[config.mk]
export PLATFORM = sky130hd
export DESIGN_NAME = mem_port_arbiter
export DESIGN_NICKNAME = d
export VERILOG_FILES = /design/src/rtl/mem_port_arbiter.sv
export SDC_FILE = /design/constraint.sdc
export NUM_CORES = 1
export LEC_CHECK = 0
export CAP_MARGIN = 5
export CORE_ASPECT_RATIO = 1.1
export CORE_MARGIN = 2
export CORE_UTILIZATION = 45
export CTS_CLUSTER_DIAMETER = 80
export DETAILED_ROUTE_END_ITERATION = 8
export DONT_BUFFER_PORTS = 1
export PLACE_DENSITY = 0.65
export SETUP_SLACK_MARGIN = 0.1
export SLEW_MARGIN = 30
export SYNTH_ARGS = -nofsm -noshare
export SYNTH_HDL_FRONTEND = slang
export SYNTH_SLANG_ARGS = --single-unit
[constraint.sdc]
create_clock -name clk -period 5.09 [get_ports clk]
set_input_delay 0.509 -clock clk [delete_from_list [all_inputs] [get_ports clk]]
set_output_delay 0.509 -clock clk [all_outputs]
set_load 0.1 [all_outputs]
[src/rtl/mem_port_arbiter.sv]
`default_nettype none
// ============================================================================
// Module   : mem_port_arbiter
// Purpose  : Shares one single-port memory between instruction fetch and the
//            MEM-stage data port. Optional transaction timeout: ARB_TIMEOUT_EN.
// Revision : 1.0 - initial release
// ============================================================================
module mem_port_arbiter #(
    parameter int AW         = 32,
    parameter int DW         = 32,
    parameter int STARVE_MAX = 4,
    parameter int TIMEOUT    = 255
) (
    input  logic          clk,
    input  logic          rst,
    input  logic          i_req,
    input  logic [AW-1:0] i_addr,
    output logic [DW-1:0] i_rdata,
    output logic          i_ready,
    input  logic          d_req,
    input  logic          d_we,
    input  logic [AW-1:0] d_addr,
    input  logic [DW-1:0] d_wdata,
    output logic [DW-1:0] d_rdata,
    output logic          d_ready,
    output logic          mem_req,
    output logic          mem_we,
    output logic [AW-1:0] mem_addr,
    output logic [DW-1:0] mem_wdata,
    input  logic [DW-1:0] mem_rdata,
    input  logic          mem_ack,
    output logic          stall_if,
    output logic          stall_mem,
    output logic          err
);

    typedef enum logic [1:0] {
        IDLE    = 2'd0,
        GRANT_I = 2'd1,
        GRANT_D = 2'd2,
        RESP    = 2'd3
    } state_t;

    localparam int SW = $clog2(STARVE_MAX + 1);

    state_t        state_q, state_d;
    logic          mem_req_q, mem_req_d;
    logic          mem_we_q, mem_we_d;
    logic [AW-1:0] mem_addr_q, mem_addr_d;
    logic [DW-1:0] mem_wdata_q, mem_wdata_d;
    logic [DW-1:0] i_rdata_q, i_rdata_d;
    logic [DW-1:0] d_rdata_q, d_rdata_d;
    logic          i_ready_q, i_ready_d;
    logic          d_ready_q, d_ready_d;
    logic [SW-1:0] starve_cnt_q, starve_cnt_d;
    logic          starved;

`ifdef ARB_TIMEOUT_EN
    localparam int TW = $clog2(TIMEOUT + 1);
    logic [TW-1:0] to_cnt_q, to_cnt_d;
    logic          err_q, err_d;
`endif

    // A waiting fetch wins a tie once it has lost STARVE_MAX grants in a row.
    assign starved = i_req && (starve_cnt_q == SW'(STARVE_MAX));

    always_comb begin
        state_d      = state_q;
        mem_req_d    = mem_req_q;
        mem_we_d     = mem_we_q;
        mem_addr_d   = mem_addr_q;
        mem_wdata_d  = mem_wdata_q;
        i_rdata_d    = i_rdata_q;
        d_rdata_d    = d_rdata_q;
        i_ready_d    = 1'b0;
        d_ready_d    = 1'b0;
        starve_cnt_d = starve_cnt_q;
`ifdef ARB_TIMEOUT_EN
        to_cnt_d     = to_cnt_q;
        err_d        = 1'b0;
`endif
        unique case (state_q)
            IDLE: begin
                if (d_req && !starved) begin
                    state_d     = GRANT_D;
                    mem_req_d   = 1'b1;
                    mem_we_d    = d_we;
                    mem_addr_d  = d_addr;
                    mem_wdata_d = d_wdata;
                    if (!i_req)
                        starve_cnt_d = '0;
                    else if (starve_cnt_q != SW'(STARVE_MAX))
                        starve_cnt_d = starve_cnt_q + SW'(1);
                end else if (i_req) begin
                    state_d      = GRANT_I;
                    mem_req_d    = 1'b1;
                    mem_we_d     = 1'b0;
                    mem_addr_d   = i_addr;
                    starve_cnt_d = '0;
                end else begin
                    starve_cnt_d = '0;
                end
`ifdef ARB_TIMEOUT_EN
                to_cnt_d = '0;
`endif
            end
            GRANT_I, GRANT_D: begin
                if (mem_ack) begin
                    mem_req_d = 1'b0;
                    state_d   = RESP;
                    if (state_q == GRANT_I) begin
                        i_rdata_d = mem_rdata;
                        i_ready_d = 1'b1;
                    end else begin
                        if (!mem_we_q)
                            d_rdata_d = mem_rdata;
                        d_ready_d = 1'b1;
                    end
                end
`ifdef ARB_TIMEOUT_EN
                else if (to_cnt_q == TW'(TIMEOUT - 1)) begin
                    mem_req_d = 1'b0;
                    state_d   = RESP;
                    err_d     = 1'b1;
                    if (state_q == GRANT_I) begin
                        i_rdata_d = DW'(32'hDEADBEEF);
                        i_ready_d = 1'b1;
                    end else begin
                        if (!mem_we_q)
                            d_rdata_d = DW'(32'hDEADBEEF);
                        d_ready_d = 1'b1;
                    end
                end else begin
                    to_cnt_d = to_cnt_q + TW'(1);
                end
`endif
            end
            RESP: begin
                state_d = IDLE;
            end
            default: begin
                state_d = IDLE;
            end
        endcase
    end

    always_ff @(posedge clk or negedge rst) begin
        if (!rst) begin
            state_q      <= IDLE;
            mem_req_q    <= 1'b0;
            mem_we_q     <= 1'b0;
            mem_addr_q   <= '0;
            mem_wdata_q  <= '0;
            i_rdata_q    <= '0;
            d_rdata_q    <= '0;
            i_ready_q    <= 1'b0;
            d_ready_q    <= 1'b0;
            starve_cnt_q <= '0;
        end else begin
            state_q      <= state_d;
            mem_req_q    <= mem_req_d;
            mem_we_q     <= mem_we_d;
            mem_addr_q   <= mem_addr_d;
            mem_wdata_q  <= mem_wdata_d;
            i_rdata_q    <= i_rdata_d;
            d_rdata_q    <= d_rdata_d;
            i_ready_q    <= i_ready_d;
            d_ready_q    <= d_ready_d;
            starve_cnt_q <= starve_cnt_d;
        end
    end

`ifdef ARB_TIMEOUT_EN
    always_ff @(posedge clk or negedge rst) begin
        if (!rst) begin
            to_cnt_q <= '0;
            err_q    <= 1'b0;
        end else begin
            to_cnt_q <= to_cnt_d;
            err_q    <= err_d;
        end
    end
    assign err = err_q;
`else
    assign err = 1'b0;
`endif

    assign mem_req   = mem_req_q;
    assign mem_we    = mem_we_q;
    assign mem_addr  = mem_addr_q;
    assign mem_wdata = mem_wdata_q;
    assign i_rdata   = i_rdata_q;
    assign d_rdata   = d_rdata_q;
    assign i_ready   = i_ready_q;
    assign d_ready   = d_ready_q;
    assign stall_if  = i_req & ~i_ready_q;
    assign stall_mem = d_req & ~d_ready_q;

endmodule
`default_nettype wire

; ---- Yosys cells after proc, flatten, opt, wreduce, memory -nomap -nowiden
; Cells that the tools add are included.
[totals]
reg_bits = 137
output_inout_bits = 135
[classes]
reduce_logical = 14
eq_ne = 8
muxes = 21
add_sub_neg = 1
bitwise = 6
[ops]
columns = operator, count
row1 = two-way mux 32 bit, 2
row2 = two-way mux 1 bit, 11
row3 = two-way mux 3 bit, 3
row4 = AND reduction 2 bit, 4
row5 = two-way mux 2 bit, 3
row6 = "!= test 3 bit, second input constant", 2
row7 = one-hot mux 2 bit (3 select lines), 1
row8 = AND reduction 3 bit, 2
row9 = "equality test 2 bit, second input constant", 2
row10 = inverter 1 bit, 4
row11 = AND reduction 4 bit, 1
row12 = nonzero test 2 bit, 2
row13 = "adder 3 x 1 -> 3 bit, second input constant", 1
row14 = "equality test 3 bit, second input constant", 1
row15 = "!= test 3 x 2 -> 1 bit, second input constant", 1
row16 = bitwise AND 1 bit, 2
row17 = "equality test 2 x 1 -> 1 bit, second input constant", 1
row18 = logical AND 1 bit, 2
row19 = zero test 2 bit, 1
row20 = "!= test 2 bit, second input constant", 1
row21 = one-hot mux 1 bit (2 select lines), 1
row22 = OR reduction 2 bit, 1
row23 = zero test 1 bit, 1

; ---- Longest topological paths before layout
[depth]
depth_word = 6
ltp_mapped = 7
mapped_depth_nobuf = 5

; ---- Least setup slack after synthesis
; OpenSTA, ideal clock, no wires.
[synth_timing]
path_kind = in2out
startpoint = input d_req
endpoint = output stall_mem
required_time_ps = 4581
stages = 3
path_slack_ps = 2229
arrival_ps = 2352
cell_sequence = buf_2 clkbuf_1 nor2b_1
[synth_via]
elab_chain_len = 1
[synth_lines]
columns = element, line
row1 = "start, declared", 20  ; input logic d_req,
row2 = bitwise AND 1 bit, 197  ; assign stall_mem = d_req & ~d_ready_q;
row3 = "end, declared", 33  ; output logic stall_mem,
; Every way passes these cells.

; ---- Worst setup path in the final report
[layout_timing]
startpoint = register state_q[0]
endpoint = register mem_addr_q[26], in the netlist mem_addr[26]
[layout_via]
elab_chain_len = 2
[layout_lines]
columns = element, line
row1 = "start, declared", 46  ; state_t state_q, state_d;
row2 = "start signal, assigned", 160  ; state_q <= state_d;
row3 = zero test 2 bit, 82  ; unique case (state_q)
row4 = AND reduction 2 bit (no line), -
row5 = "end signal, assigned", 163  ; mem_addr_q <= mem_addr_d;
row6 = "end, declared", 49  ; logic [AW-1:0] mem_addr_q, mem_addr_d;
; Every way passes these cells.
; A chain may end at the register's enable or synchronous reset.

==> metrics.txt <==
DR pass1 iterations=5; crit path kind=register to register; Post-Synthesis Net Count=584; count of final setup violators=0; Slew headroom=32.8%; Fin Clk Skew=0.00616 ns; drt via density=5.88; clock slew at reported path FFs=approximately 0.060 ns; worst flop-to-flop path startpoint=state_q[0]$_DFFE_PN0P_; Mapped Area=5800 um2; Worst EP required=5.42 ns; H-Tree Depth=4; Total GRT Usage=18.2%; Least-Margin Pin Slew=1.01 ns; CP Launch Type=register; gpl congestion=0.857; Setup crit end kind=register; reg2reg setup slack=2.55 ns; Crit path max-delay family=compound AO/OA/AOI/OAI gates; Synthesis Warnings=0; DP Area=5820 um2; arrival time worst endpoint=2.86 ns; largest net degree at the start of global routing=~140; Clock Latency Late Sink=just over 0.4 ns; area of the multi-input gates=2150 um2; fraction of layout cells with a size suffix above 1=31.2%; Die Width=112 um; count of input and output buffers=0; # rows=43; sequential cell area fraction in the yosys report=59.1%; most common cell after layout, fill and taps aside=dfrtp_1; core area=12,600 um2; final design utilization=between 50 and 60%; max cap viols=0; Seq cells post-synth=137; critical path's slowest cell=ha_1; Avg Inst Size Synth=between 10 and 15 um2; worst r2r dst=mem_addr[26]$_DFFE_PN0P_; post-route setup TNS=0 ns; post-route cell area=6460 um2; Tcrit/Tclk final=49.8%; vias in the first global route=about 3,700; highest clock rate=0.394 GHz; most frequent cells in the layout=dfrtp_1 (137), mux2_2 (84), nand2_1 (70), nand4_1 (33), o211ai_1 (31); fill count=1,083; Worst Reg2Reg Path Length in Cells=6; die height=123 um; total grt overflow=0; TritonCTS clock tree=done; setup repair bufs after CTS=0; initial core utilization=46.1%; DRC=0; total detailed-routing wirelength=12.8 mm; Max FO, Critical Path=32; RSZ-0062 raised after global routing=no; global-route wire length before repair=19.5 mm; Mapped Cells=444; status=complete, no violations; Final Net Count=573; Routed Antenna Nets=0; smallest hold slack=0.0814 ns; Final Max Slew Viols=0; CP max stage delay=~0.67 ns; synth-to-layout area growth=11.3%; DR WL/cell=21.3 um; vias=3,540; violation count after the first detailed-route iteration=311; sequential cell area=approximately 3400 um2; CP Buf/Inv Count=2; minimum clock period=2.54 ns; I/O pins=269; crit path cell chain=inv_1, ha_1, buf_4, o21a_2, nand2_1, o211ai_1; Detail Placement HPWL=8.62 mm; Max Buffers Root-to-Sink=2; antenna cells=0; CTS Root Buffer Type=clkbuf_16; TritonCTS buffer count=17; Yosys cell types=31; Fin. Hold Viols=0; Hold Path Class=primary input to asynchronous set/reset pin; die area=13,800 um2; initial antenna violation count=0; Sink Count=137
-- area by class of cell --
class	count	share of cell area [%]
Clock buffer	20	7.07
Clock inverter	11	2.29
Multi-Input combinational cell	266	33.3
Tap cell	157	3.04
Timing Repair Buffer	5	0.891
Inverter	6	0.349
Sequential cell	137	53.1
-- worst reg2reg max path, stage by stage (launching register included) --
cell	delay (ns)
dfrtp_1	0.41
inv_1	0.10
ha_1	0.67
buf_4	0.37
o21a_2	0.57
nand2_1	0.17
o211ai_1	0.18
-- worst max-delay path by stage --
stage	slack (ns)	endpoint	cells past startpoint	startpoint
floorplan	2.23	stall_mem	3	d_req
global placement	2.25	mem_addr[26]$_DFFE_PN0P_	6	state_q[1]$_DFFE_PN0P_
detailed placement	2.59	mem_addr[26]$_DFFE_PN0P_	6	state_q[1]$_DFFE_PN0P_
CTS	2.56	mem_addr[26]$_DFFE_PN0P_	6	state_q[0]$_DFFE_PN0P_
global route	2.34	mem_addr[28]$_DFFE_PN0P_	6	state_q[0]$_DFFE_PN0P_
finish	2.55	mem_addr[26]$_DFFE_PN0P_	6	state_q[0]$_DFFE_PN0P_
-- metrics by stage --
| step | cells | setup WS (ns) |
|---|---|---|
| floorplan | 444 | 2.23 |
| global placement | 570 | 2.25 |
| detailed placement | 570 | 2.59 |
| CTS | 602 | 2.56 |
| global route | 602 | 2.34 |
| finish | 602 | 2.55 |
-- kinds of logic after synthesis --
group           Yosys count  synth area share [%]
compound gates           42                  5.35
simple gates            117                  9.98
fa+ha+maj                 6                  1.29
buf+inv                  41                  4.23
flops                   137                  59.1
mux                     100                  20.0
other cells               1                0.0646
-- cell usage after synthesis, drive strengths merged --
cell type  count  share of area, %
a21oi          1             0.086
a31oi          2              0.22
and2           1              0.11
buf           30               3.5
clkbuf         5              0.32
conb           1             0.065
dfrtp        137                59
ha             6               1.3
inv            6              0.39
mux2          98                20
mux2i          2              0.34
nand2         71               4.6
nand3          4              0.78
nand4         33               3.6
nor2           3              0.19
nor2b          4              0.43
nor3           1              0.28
o211ai        32               4.2
o21a           1              0.13
o21ai          3              0.32
o22ai          2              0.22
o311ai         1              0.15
-- routing by layer --
layer	vias up	global-route usage [%]	part of all wire, %
li1	1545	-	-
met4	0	7.62	2.1
met1	1777	19.5	35
met3	22	9.51	11
met5	-	0	0
met2	196	30.5	52
-- state kept, by name, summed over array words and instances, names as in the netlist --
name,count
d_ready,1
state_q,2
mem_addr,32
mem_wdata,32
i_ready,1
mem_req,1
d_rdata,32
mem_we,1
i_rdata,32
starve_cnt_q,3
-- what timing repair did --
action                                 4_1_cts  5_1_grt
gates resized for setup                      0        0
endpoints found under the hold margin      137        0
hold buffers                                 1        0
Power is not shown: default switching activity piles up to over one toggle a cycle in this logic, so the estimate is an artifact.
